===== config.mk =====
export PLATFORM = sky130hd
export DESIGN_NAME = load_store_unit
export DESIGN_NICKNAME = d
export VERILOG_FILES = /design/src/rtl/load_store_unit.sv
export SDC_FILE = /design/constraint.sdc
export NUM_CORES = 1
export LEC_CHECK = 0
export BUFFER_PORTS_ARGS = -buffer_cell sky130_fd_sc_hd__buf_2
export CORE_UTILIZATION = 59
export DETAILED_ROUTE_END_ITERATION = 7
export PLACE_DENSITY = 0.86
export SYNTH_ARGS = -nofsm -noshare
export SYNTH_HDL_FRONTEND = slang
export SYNTH_SLANG_ARGS = --single-unit

===== constraint.sdc =====
create_clock -name clk -period 5.85 [get_ports clk]
set_input_delay 1.17 -clock clk [delete_from_list [all_inputs] [get_ports clk]]
set_output_delay 1.17 -clock clk [all_outputs]
set_load 0.005 [all_outputs]

===== src/rtl/load_store_unit.sv =====
// rtl/load_store_unit.sv - RV64 load/store unit over a 64-bit doubleword memory
//
// Ports:
//   clk, rst_n                   clock, asynchronous active-low reset
//   req_valid/req_ready          request handshake from execute stage
//   req_we, req_funct3           store flag and RV funct3 (size / signedness)
//   req_addr, req_wdata          byte address, right-aligned store data
//   resp_valid/resp_err          one-cycle completion pulse, error flag
//   resp_rdata                   extended load data (0 for stores and errors)
//   mem_read/mem_write           registered memory strobes
//   mem_addr, mem_wdata          doubleword index, full doubleword to write
//   mem_rdata                    read data, valid the cycle after mem_read
module load_store_unit #(
  parameter int ADDR_W = 11
) (
  input  logic              clk,
  input  logic              rst_n,
  input  logic              req_valid,
  output logic              req_ready,
  input  logic              req_we,
  input  logic [2:0]        req_funct3,
  input  logic [ADDR_W-1:0] req_addr,
  input  logic [63:0]       req_wdata,
  output logic              resp_valid,
  output logic              resp_err,
  output logic [63:0]       resp_rdata,
  output logic              mem_read,
  output logic              mem_write,
  output logic [ADDR_W-4:0] mem_addr,
  output logic [63:0]       mem_wdata,
  input  logic [63:0]       mem_rdata
);

  localparam logic [2:0] IDLE     = 3'd0;
  localparam logic [2:0] RD_ISSUE = 3'd1;
  localparam logic [2:0] RD_WAIT  = 3'd2;
  localparam logic [2:0] WR_ISSUE = 3'd3;
  localparam logic [2:0] RESP     = 3'd4;

  logic [2:0]        state_q, state_d;
  logic              we_q, we_d;
  logic [2:0]        funct3_q, funct3_d;
  logic [2:0]        off_q, off_d;
  logic [63:0]       wdata_q, wdata_d;
  logic              mem_read_q, mem_read_d;
  logic              mem_write_q, mem_write_d;
  logic [ADDR_W-4:0] mem_addr_q, mem_addr_d;
  logic [63:0]       mem_wdata_q, mem_wdata_d;
  logic              resp_valid_q, resp_valid_d;
  logic              resp_err_q, resp_err_d;
  logic [63:0]       resp_rdata_q, resp_rdata_d;

  logic        req_bad;
  logic [5:0]  sh;
  logic [63:0] shifted, load_ext, lane_mask, bit_mask, merged;

  // The memory index is the only part of the upper address needed later,
  // so only the byte offset is kept beside it.
  always_comb begin
    logic [2:0] off;
    logic       misal;
    logic       illegal;
    off     = req_addr[2:0];
    misal   = ((req_funct3[1:0] == 2'b01) && off[0])
            || ((req_funct3[1:0] == 2'b10) && (off[1:0] != 2'b00))
            || ((req_funct3[1:0] == 2'b11) && (off != 3'b000));
    illegal = req_we ? req_funct3[2] : (req_funct3 == 3'b111);
    req_bad = misal || illegal;
  end

  // Load extraction and store merge both work on the doubleword read in RD_WAIT.
  always_comb begin
    sh      = {off_q, 3'b000};
    shifted = mem_rdata >> sh;
    case (funct3_q)
      3'b000:  load_ext = {{56{shifted[7]}},  shifted[7:0]};
      3'b001:  load_ext = {{48{shifted[15]}}, shifted[15:0]};
      3'b010:  load_ext = {{32{shifted[31]}}, shifted[31:0]};
      3'b011:  load_ext = shifted;
      3'b100:  load_ext = {56'd0, shifted[7:0]};
      3'b101:  load_ext = {48'd0, shifted[15:0]};
      3'b110:  load_ext = {32'd0, shifted[31:0]};
      default: load_ext = 64'd0;
    endcase
    case (funct3_q[1:0])
      2'b00:   lane_mask = 64'h0000_0000_0000_00FF;
      2'b01:   lane_mask = 64'h0000_0000_0000_FFFF;
      2'b10:   lane_mask = 64'h0000_0000_FFFF_FFFF;
      default: lane_mask = 64'hFFFF_FFFF_FFFF_FFFF;
    endcase
    bit_mask = lane_mask << sh;
    merged   = (mem_rdata & ~bit_mask) | ((wdata_q << sh) & bit_mask);
  end

  // Strobes and response fields are single-cycle pulses; address and write
  // data hold so mem_addr stays stable from issue through WR_ISSUE.
  always_comb begin
    state_d      = state_q;
    we_d         = we_q;
    funct3_d     = funct3_q;
    off_d        = off_q;
    wdata_d      = wdata_q;
    mem_read_d   = 1'b0;
    mem_write_d  = 1'b0;
    mem_addr_d   = mem_addr_q;
    mem_wdata_d  = mem_wdata_q;
    resp_valid_d = 1'b0;
    resp_err_d   = 1'b0;
    resp_rdata_d = 64'd0;
    case (state_q)
      IDLE: begin
        if (req_valid) begin
          we_d     = req_we;
          funct3_d = req_funct3;
          off_d    = req_addr[2:0];
          wdata_d  = req_wdata;
          if (req_bad) begin
            state_d      = RESP;
            resp_valid_d = 1'b1;
            resp_err_d   = 1'b1;
          end else if (req_we && (req_funct3[1:0] == 2'b11)) begin
            state_d     = WR_ISSUE;
            mem_write_d = 1'b1;
            mem_addr_d  = req_addr[ADDR_W-1:3];
            mem_wdata_d = req_wdata;
          end else begin
            state_d    = RD_ISSUE;
            mem_read_d = 1'b1;
            mem_addr_d = req_addr[ADDR_W-1:3];
          end
        end
      end
      RD_ISSUE: state_d = RD_WAIT;
      RD_WAIT: begin
        if (we_q) begin
          state_d     = WR_ISSUE;
          mem_write_d = 1'b1;
          mem_wdata_d = merged;
        end else begin
          state_d      = RESP;
          resp_valid_d = 1'b1;
          resp_rdata_d = load_ext;
        end
      end
      WR_ISSUE: begin
        state_d      = RESP;
        resp_valid_d = 1'b1;
      end
      default: state_d = IDLE;
    endcase
  end

  always_ff @(posedge clk or negedge rst_n) begin
    if (!rst_n) begin
      state_q      <= IDLE;
      we_q         <= 1'b0;
      funct3_q     <= 3'd0;
      off_q        <= 3'd0;
      wdata_q      <= 64'd0;
      mem_read_q   <= 1'b0;
      mem_write_q  <= 1'b0;
      mem_addr_q   <= '0;
      mem_wdata_q  <= 64'd0;
      resp_valid_q <= 1'b0;
      resp_err_q   <= 1'b0;
      resp_rdata_q <= 64'd0;
    end else begin
      state_q      <= state_d;
      we_q         <= we_d;
      funct3_q     <= funct3_d;
      off_q        <= off_d;
      wdata_q      <= wdata_d;
      mem_read_q   <= mem_read_d;
      mem_write_q  <= mem_write_d;
      mem_addr_q   <= mem_addr_d;
      mem_wdata_q  <= mem_wdata_d;
      resp_valid_q <= resp_valid_d;
      resp_err_q   <= resp_err_d;
      resp_rdata_q <= resp_rdata_d;
    end
  end

  assign req_ready  = (state_q == IDLE);
  assign mem_read   = mem_read_q;
  assign mem_write  = mem_write_q;
  assign mem_addr   = mem_addr_q;
  assign mem_wdata  = mem_wdata_q;
  assign resp_valid = resp_valid_q;
  assign resp_err   = resp_err_q;
  assign resp_rdata = resp_rdata_q;

endmodule

==> results of run 1 <==
stage by stage:
| step | setup slack [ns] | total power [uW] | utilization [%] | hold slack [ns] |
|---|---|---|---|---|
| finish | 2.22 | 8530 | 70.8 | 0.478 |
| global route | 2.11 | 8920 | 70.8 | 0.494 |
| CTS | 2.40 | 8390 | 70.8 | 0.482 |
| detailed placement | 2.20 | 6890 | 67.1 | 0.468 |
| global placement | 2.32 | 6820 | 67.1 | 0.463 |
| floorplan | 3.32 | 5510 | - | 0.441 |
per-layer routing:
layer  global-route usage [%]  vias up  part of all wire [%]
met5                        0        -                     0
met3                     7.12      174                    11
li1                         -     5291                     -
met1                     57.4     5830                    38
met2                     65.2      921                    45
met4                     20.9        0                   5.8
cells by family (layout without fill, tap and decap cells):
group / count (synthesis) / count (layout)
AO/OA/AOI/OAI: 367 / 367
buffers and inverters: 119 / 346
AND/OR/NAND/NOR: 525 / 525
multiplexers: 153 / 153
flip-flops: 214 / 214
power by group through the flow:
stage | Sequential (uW) | Clock [uW] | Combinational [uW]
floorplan | 2420 | 0 | 3090
global placement | 2740 | 0 | 4070
detailed placement | 2760 | 0 | 4140
CTS | 2740 | 1480 | 4170
global route | 2820 | 1530 | 4560
finish | 2790 | 1470 | 4270
sequential cells by signal, summed over array words and instances, names as in the netlist:
signal      count
wdata_q        64
mem_wdata      64
mem_write       1
off_q           3
mem_addr        8
mem_read        1
funct3_q        3
we_q            1
resp_rdata     64
resp_err        1
resp_valid      1
state_q         3
path summary, 6_finish.rpt:
path,slack [ns],depth (start not counted),to,startpoint
worst max-delay path,2.22,6,mem_wdata[50],off_q[2]
worst min-delay path,0.48,2,mem_wdata[4],mem_wdata[4]
worst max register to register,2.22,6,mem_wdata[50],off_q[2]
worst min register to register,0.48,2,mem_wdata[4],mem_wdata[4]
max in group asynchronous,3.99,2,mem_wdata[5],rst_n
min in group asynchronous,0.67,1,mem_addr[7],rst_n
layout make-up:
class	instances	share of cell area, %
Sequential cell	214	37.2
Clock inverter	15	1.15
Inverter	7	0.182
Clock buffer	23	3.99
Timing Repair Buffer	301	10.9
Tap cell	270	2.34
Multi-Input combinational cell	1045	44.3
cell usage in the layout, fill, tap and decap left out, types with 4 or more instances in the layout:
master and count:
sky130_fd_sc_hd__nand2_1 397, sky130_fd_sc_hd__o211ai_1 40, sky130_fd_sc_hd__nand2b_1 10, sky130_fd_sc_hd__buf_2 285, sky130_fd_sc_hd__nor2_1 66, sky130_fd_sc_hd__a211oi_1 38
sky130_fd_sc_hd__nor2b_1 10, sky130_fd_sc_hd__dfrtp_1 212, sky130_fd_sc_hd__a2bb2oi_1 9, sky130_fd_sc_hd__a21oi_1 101, sky130_fd_sc_hd__a31oi_1 9, sky130_fd_sc_hd__a32o_1 7
sky130_fd_sc_hd__o22a_1 9, sky130_fd_sc_hd__o21ai_1 47, sky130_fd_sc_hd__clkinv_2 7, sky130_fd_sc_hd__mux2_2 36, sky130_fd_sc_hd__a221oi_1 15, sky130_fd_sc_hd__and2_1 15
sky130_fd_sc_hd__inv_1 5, sky130_fd_sc_hd__nor3_1 4, sky130_fd_sc_hd__buf_4 14, sky130_fd_sc_hd__o21ai_0 35, sky130_fd_sc_hd__a22oi_1 18, sky130_fd_sc_hd__mux2i_1 100
sky130_fd_sc_hd__a211o_1 9, sky130_fd_sc_hd__mux4_2 17, sky130_fd_sc_hd__clkbuf_16 23, sky130_fd_sc_hd__a32oi_1 7, sky130_fd_sc_hd__o22ai_1 4
tightest hold or removal path, stage by stage, from the launching register on:
cell and delay [ns]:
sky130_fd_sc_hd__dfrtp_1 0.33, sky130_fd_sc_hd__nand2_1 0.04, sky130_fd_sc_hd__o21ai_0 0.06
==> impl_results.md, run 1 <==
- Result of the run: complete, no violations
- Slew Limit Fails: 0
- All-Layer GR Usage: 42.1%
- Insertion delay of the later-clocked pin in the worst-skew pair: 0.52 ns
- Horiz. Die Dim: 147 um
- Max-slew headroom at the worst pin: 8.93%
- Filler Cell Count: 1578
- Rows: 52
- Initial cell density of the core: 60.5%
- Mux cell area share after synthesis: 14.5%
- Synthesis-stage register bit count: 214
- Post-synthesis simple-gate area fraction: 17.6%
- Cell type with the highest aggregate area in the netlist: sky130_fd_sc_hd__dfrtp_1
- Final hold violation count: 0
- Period minus WS final: 3.63 ns
- Setup TNS after final layout: 0 ns
- Count of flip-flops with a built-in enable after synthesis: 0
- Post-Syn Nets: 1524
- Finish-stage setup viols: 0
- Cell area after technology mapping: 12300 um^2
- Share of the synthesized area in the top cell type: 43.5%
- Post-place instance area: 13700 um^2
- Area of the die: 21500 um^2
- Antenna cells: 0
- Transition time at the pin with the least slew margin: 1.37 ns
- Switching share of power: 46.1%
- Clock power share: 17.3%
- Commonest cells in the netlist: sky130_fd_sc_hd__nand2_1 (399), sky130_fd_sc_hd__dfrtp_1 (214), sky130_fd_sc_hd__a21oi_1 (101)
- Worst-path cell chain: buf_4 > nor2b_1 > a31oi_1 > and2_0 > a221oi_1 > o21ai_1
- Reg power frac: 32.7%
- Clock skew after layout: 0.0223 ns
- Buf/Inv on CP: 1
- Vert. Die Dim: 147 um
- Clock tree from TritonCTS: yes
- Avg Inst Size Synth: 8.94 um^2
- YS warnings: 0
- Number of antenna violations at the first check in global routing: 0
- Stage delay of the slowest cell on the critical path: 0.86 ns
- I/O pin cnt: 287
- Pre-Repair DR Iteration Count: 6
- Capturing element type of the critical path: register
- Clock slew at reported path FFs: 0.07 ns
- Maximum number of pins on one net before global-route repair: 137
- Congestion Overflow GR: 0
- Number of global-route vias before repair: 11400
- Largest family of logic cells by synthesized area: compound AO/OA/AOI/OAI gates
- Kind of critical path: reg -> reg
- Ratio of routed vias to standard cells: 6.52
- CORE AREA: 20400 um^2
- Proportion of layout cells with a drive suffix above 1: 26.0%
- Power density over the cells: 592 nW/um^2
- Final cell count without fillers: 1875
- Depth of the CTS H-tree: 1
- Sequential area share after synthesis: 43.5%
- Synthesized instance count: 1378
- Maximum Capacitance Violations: 0
- Area share of xor/xnor cells in the synthesized design: 0%
- DRC viols: 0
- Total vias in the final route: 12200
- Post-synthesis to final-layout area growth: 16.9%
- Period utilisation layout: 62.0%
- Largest fanout on the critical path: 22
- Arrival time reported for the critical path endpoint: 4.01 ns
- Switching power of the nets: 3940 uW
- Worst hold-check path type: reg -> reg
- Buffer count from post-CTS setup fixing: 0
- RSZ-0062 raised after global routing: false
- Total Nets Final: 1737
- Maximum resistive drop on vdd: 0.000325 V
- Worst-path cell with the longest stage delay: sky130_fd_sc_hd__dfrtp_1
- Critical path startpoint category: register
- Post-detail-place hpwl: 32200 um
- Share of the synthesized area in compound gates (AO/OA/AOI/OAI): 19.6%
- Per-cell routed wire length: 24.3 um
- Sink count of the clock tree: 214
- Clock root cell: sky130_fd_sc_hd__clkbuf_16
- Number of hold buffers added after CTS: 0
- Final ANT Viol Nets: 0
- Post-synthesis share of cell area spent on full adders, half adders and majority gates: 0%
- Final cell area excluding filler cells: 14400 um^2
- Number of resized instances in the post-cts repair step: 0
- Weighted congestion at the end of routability-driven global placement: 1.02
- Count of distinct cell types in the synthesized netlist: 60
- First-pass GRT wire length: 68200 um
- # placed instances: 1837
- Internal power: 4600 uW
- Worst-case clock buffer depth: 3
- Dominant cells by area after synthesis: sky130_fd_sc_hd__dfrtp_1 (43%), sky130_fd_sc_hd__nand2_1 (12%), sky130_fd_sc_hd__mux2i_1 (8.1%), sky130_fd_sc_hd__a21oi_1 (4.1%), sky130_fd_sc_hd__mux2_2 (3.3%)
- Count of buffers from port buffering: 286
- Fmax: 276 MHz
- Multi-input gate area: 6380 um^2
- Async S/R FF share, synth: 100%
- CP required: 6.23 ns
- 1st-iter DRT viols: 1464
- Area used by sequential logic in the layout: 5360 um^2
- Cell with the most instances after synthesis: sky130_fd_sc_hd__nand2_1
- LEAKAGE: 0.00692 uW
- Prevailing post-synth register cell: sky130_fd_sc_hd__dfrtp_1
- Combinational share of power: 50.0%
- Drt total wl: 45500 um
- Crit-path leading delay family: simple AND/OR/NAND/NOR gates
- Clock buffer count from CTS: 22
Note: power is estimated with default switching activity, not from simulation.
==> run 2, diff against run 1 <==
CORE_UTILIZATION = 55   (was 59)
PLACE_DENSITY = 0.81   (was 0.86)
clock period = 3.5 ns   (was 5.85 ns; I/O delays follow)
==> impl_results.md, run 2 (same netlist as run 1, synthesis figures left out) <==
- Result of the run: complete, no violations
- CP required: 3.89 ns (-2.34 ns)
- Period minus WS final: 3.03 ns (-0.599 ns)
- Insertion delay of the later-clocked pin in the worst-skew pair: 0.53 ns (about the same)
- Pre-Repair DR Iteration Count: 7 (+1)
- DRC viols: 0 (unchanged)
- Setup TNS after final layout: 0 ns (unchanged)
- Weighted congestion at the end of routability-driven global placement: 0.988 (-2.9%)
- Number of global-route vias before repair: 11600 (+2.5%)
- Number of resized instances in the post-cts repair step: 0 (unchanged)
- First-pass GRT wire length: 70400 um (+3.1%)
- Clock power share: 18.0% (+0.7 points)
- Most common cell after layout, fill and taps aside: sky130_fd_sc_hd__nand2_1
- Finish-stage setup viols: 0 (unchanged)
- Period utilisation layout: 86.6% (+25 points)
- Sink count of the clock tree: 214 (unchanged)
- Worst hold-check path type: in -> async
- Largest fanout on the critical path: 48 (+120%)
- Most frequent cells in the layout: sky130_fd_sc_hd__nand2_1 (397), sky130_fd_sc_hd__buf_2 (285), sky130_fd_sc_hd__dfrtp_1 (212), sky130_fd_sc_hd__a21oi_1 (101), sky130_fd_sc_hd__mux2i_1 (100)
- Congestion Overflow GR: 0 (unchanged)
- Initial cell density of the core: 56.3% (-4.2 points)
- LEAKAGE: 0.00704 uW (+1.7%)
- All-Layer GR Usage: 41.6% (-0.44 points)
- Fmax: 330 MHz (+20%)
- Post-synthesis to final-layout area growth: 18.8%
- I/O pin cnt: 287 (unchanged)
- Switching share of power: 45.6% (-0.53 points)
- Slew Limit Fails: 0 (unchanged)
- Per-cell routed wire length: 25.1 um (+3.2%)
- Final hold violation count: 0 (unchanged)
- Maximum resistive drop on vdd: 0.000541 V (+66%)
- Worst hold slack: 0.212 ns (-0.266 ns)
- Post-detail-place hpwl: 34800 um (+8.1%)
- Rows: 54 (+3.8%)
- Clock buffer count from CTS: 24 (+9.1%)
- Antenna cells: 0 (unchanged)
- Kind of critical path: reg -> reg
- Maximum number of pins on one net before global-route repair: 84 (-39%)
- 1st-iter DRT viols: 1317 (-10%)
- Drt total wl: 47700 um (+4.8%)
- Transition time at the pin with the least slew margin: 1.07 ns (-0.299 ns)
- Worst-case clock buffer depth: 3 (unchanged)
- Clock root cell: sky130_fd_sc_hd__clkbuf_16
- Horiz. Die Dim: 152 um (+3.5%)
- Proportion of layout cells with a drive suffix above 1: 26.5% (+0.51 points)
- Internal power: 7930 uW (+73%)
- Power density over the cells: 996 nW/um^2 (+68%)
- Vert. Die Dim: 152 um (+3.5%)
- Maximum Capacitance Violations: 0 (unchanged)
- Number of cells on the worst reg-to-reg path: 5 (-1)
- Reg2Reg Capture Point: mem_wdata[55]
- Clock skew after layout: 0.00913 ns (-0.0131 ns)
- Arrival time reported for the critical path endpoint: 3.42 ns (-0.59 ns)
- Ratio of routed vias to standard cells: 6.47 (-0.75%)
- Count of buffers from port buffering: 286 (unchanged)
- Clock slew at reported path FFs: 0.06 ns (about the same)
- Critical register-to-register path startpoint: off_q[1]
- Reg power frac: 31.4% (-1.3 points)
- Buffer count from post-CTS setup fixing: 0 (unchanged)
- Combinational share of power: 50.6% (+0.6 points)
- Capturing element type of the critical path: register
- Depth of the CTS H-tree: 1 (unchanged)
- CORE AREA: 21900 um^2 (+7.5%)
- Total vias in the final route: 12300 (+0.74%)
- Clock tree from TritonCTS: yes
- Internal reg-to-reg setup slack: 0.47 ns (-1.75 ns)
- Total Nets Final: 1753 (+0.92%)
- Number of hold buffers added after CTS: 0 (unchanged)
- Final ANT Viol Nets: 0 (unchanged)
- Critical path startpoint category: register
- Max-slew headroom at the worst pin: 28.9% (+20 points)
- RSZ-0062 raised after global routing: false
- Switching power of the nets: 6650 uW (+69%)
- Number of antenna violations at the first check in global routing: 1 (+1)
- Area of the die: 23000 um^2 (+7.2%)
[run 2: cell types whose count changed in the layout (fill, tap and decap cells not counted)]
cell	change
sky130_fd_sc_hd__clkinvlp_4	-3
sky130_fd_sc_hd__clkinv_2	-3
sky130_fd_sc_hd__buf_4	+11
sky130_fd_sc_hd__buf_12	+3
sky130_fd_sc_hd__clkbuf_16	+2
sky130_fd_sc_hd__clkbuf_1	+5
sky130_fd_sc_hd__clkbuf_8	+3
[run 2: power by group through the flow]
| stage | registers [uW] | logic [uW] | clock network (uW) |
|---|---|---|---|
| 6_report | 4580 | 7370 | 2620 |
| 5_1_grt | 4640 | 7960 | 2740 |
| 4_1_cts | 4510 | 7230 | 2640 |
| 3_5_place_dp | 4540 | 7190 | 0 |
| 3_3_place_gp | 4520 | 7110 | 0 |
| 2_1_floorplan | 4050 | 5160 | 0 |
[run 2: through the flow]
stage               cell area (um^2)  utilization, %  instances  worst slack (ns)  power (uW)
global route                   14600            66.9       1903             0.366       15300
floorplan                      12300               -       1378              1.44        9210
finish                         14600            66.9       1903             0.471       14600
global placement               13800            63.2       1861             0.745       11600
detailed placement             13800            63.2       1861             0.611       11700
CTS                            14600            66.9       1903             0.605       14400
[run 2: area by class of cell]
cell class                 count  area [um^2]
sequential                   214         5360
tap                          280          350
timing repair buffer         315         1710
inverter                       7         26.3
clock buffer                  33          686
fill                        1831         7250
clock inverter                 9          128
multi-input combinational   1045         6380
[run 2: per-layer routing]
metal | wire length (um) | vias to the layer above | global-route usage (%)
met2 | 21500 | 871 | 64.5
met5 | 13 | - | 0
li1 | - | 5322 | -
met3 | 5120 | 191 | 8.35
met4 | 3060 | 2 | 23.7
met1 | 18000 | 5920 | 54.4
[run 2: worst max path at each step]
stage             startpoint        endpoint  slack (ns)  cells past startpoint
5_1_grt             off_q[1]   mem_wdata[50]        0.37                      5
3_3_place_gp        off_q[1]   mem_wdata[52]        0.75                      5
6_report            off_q[1]   mem_wdata[55]        0.47                      5
4_1_cts             off_q[1]   mem_wdata[55]        0.61                      5
2_1_floorplan  mem_rdata[63]  resp_rdata[32]        1.44                      6
3_5_place_dp        off_q[1]   mem_wdata[55]        0.61                      5
[run 2: worst max-delay path, stage by stage, from the launching register on]
cell and delay, ns:
sky130_fd_sc_hd__dfrtp_4 0.73, sky130_fd_sc_hd__nor2b_1 0.71, sky130_fd_sc_hd__a31oi_1 0.45, sky130_fd_sc_hd__and2_0 0.43, sky130_fd_sc_hd__a221oi_1 0.43, sky130_fd_sc_hd__o21ai_1 0.13
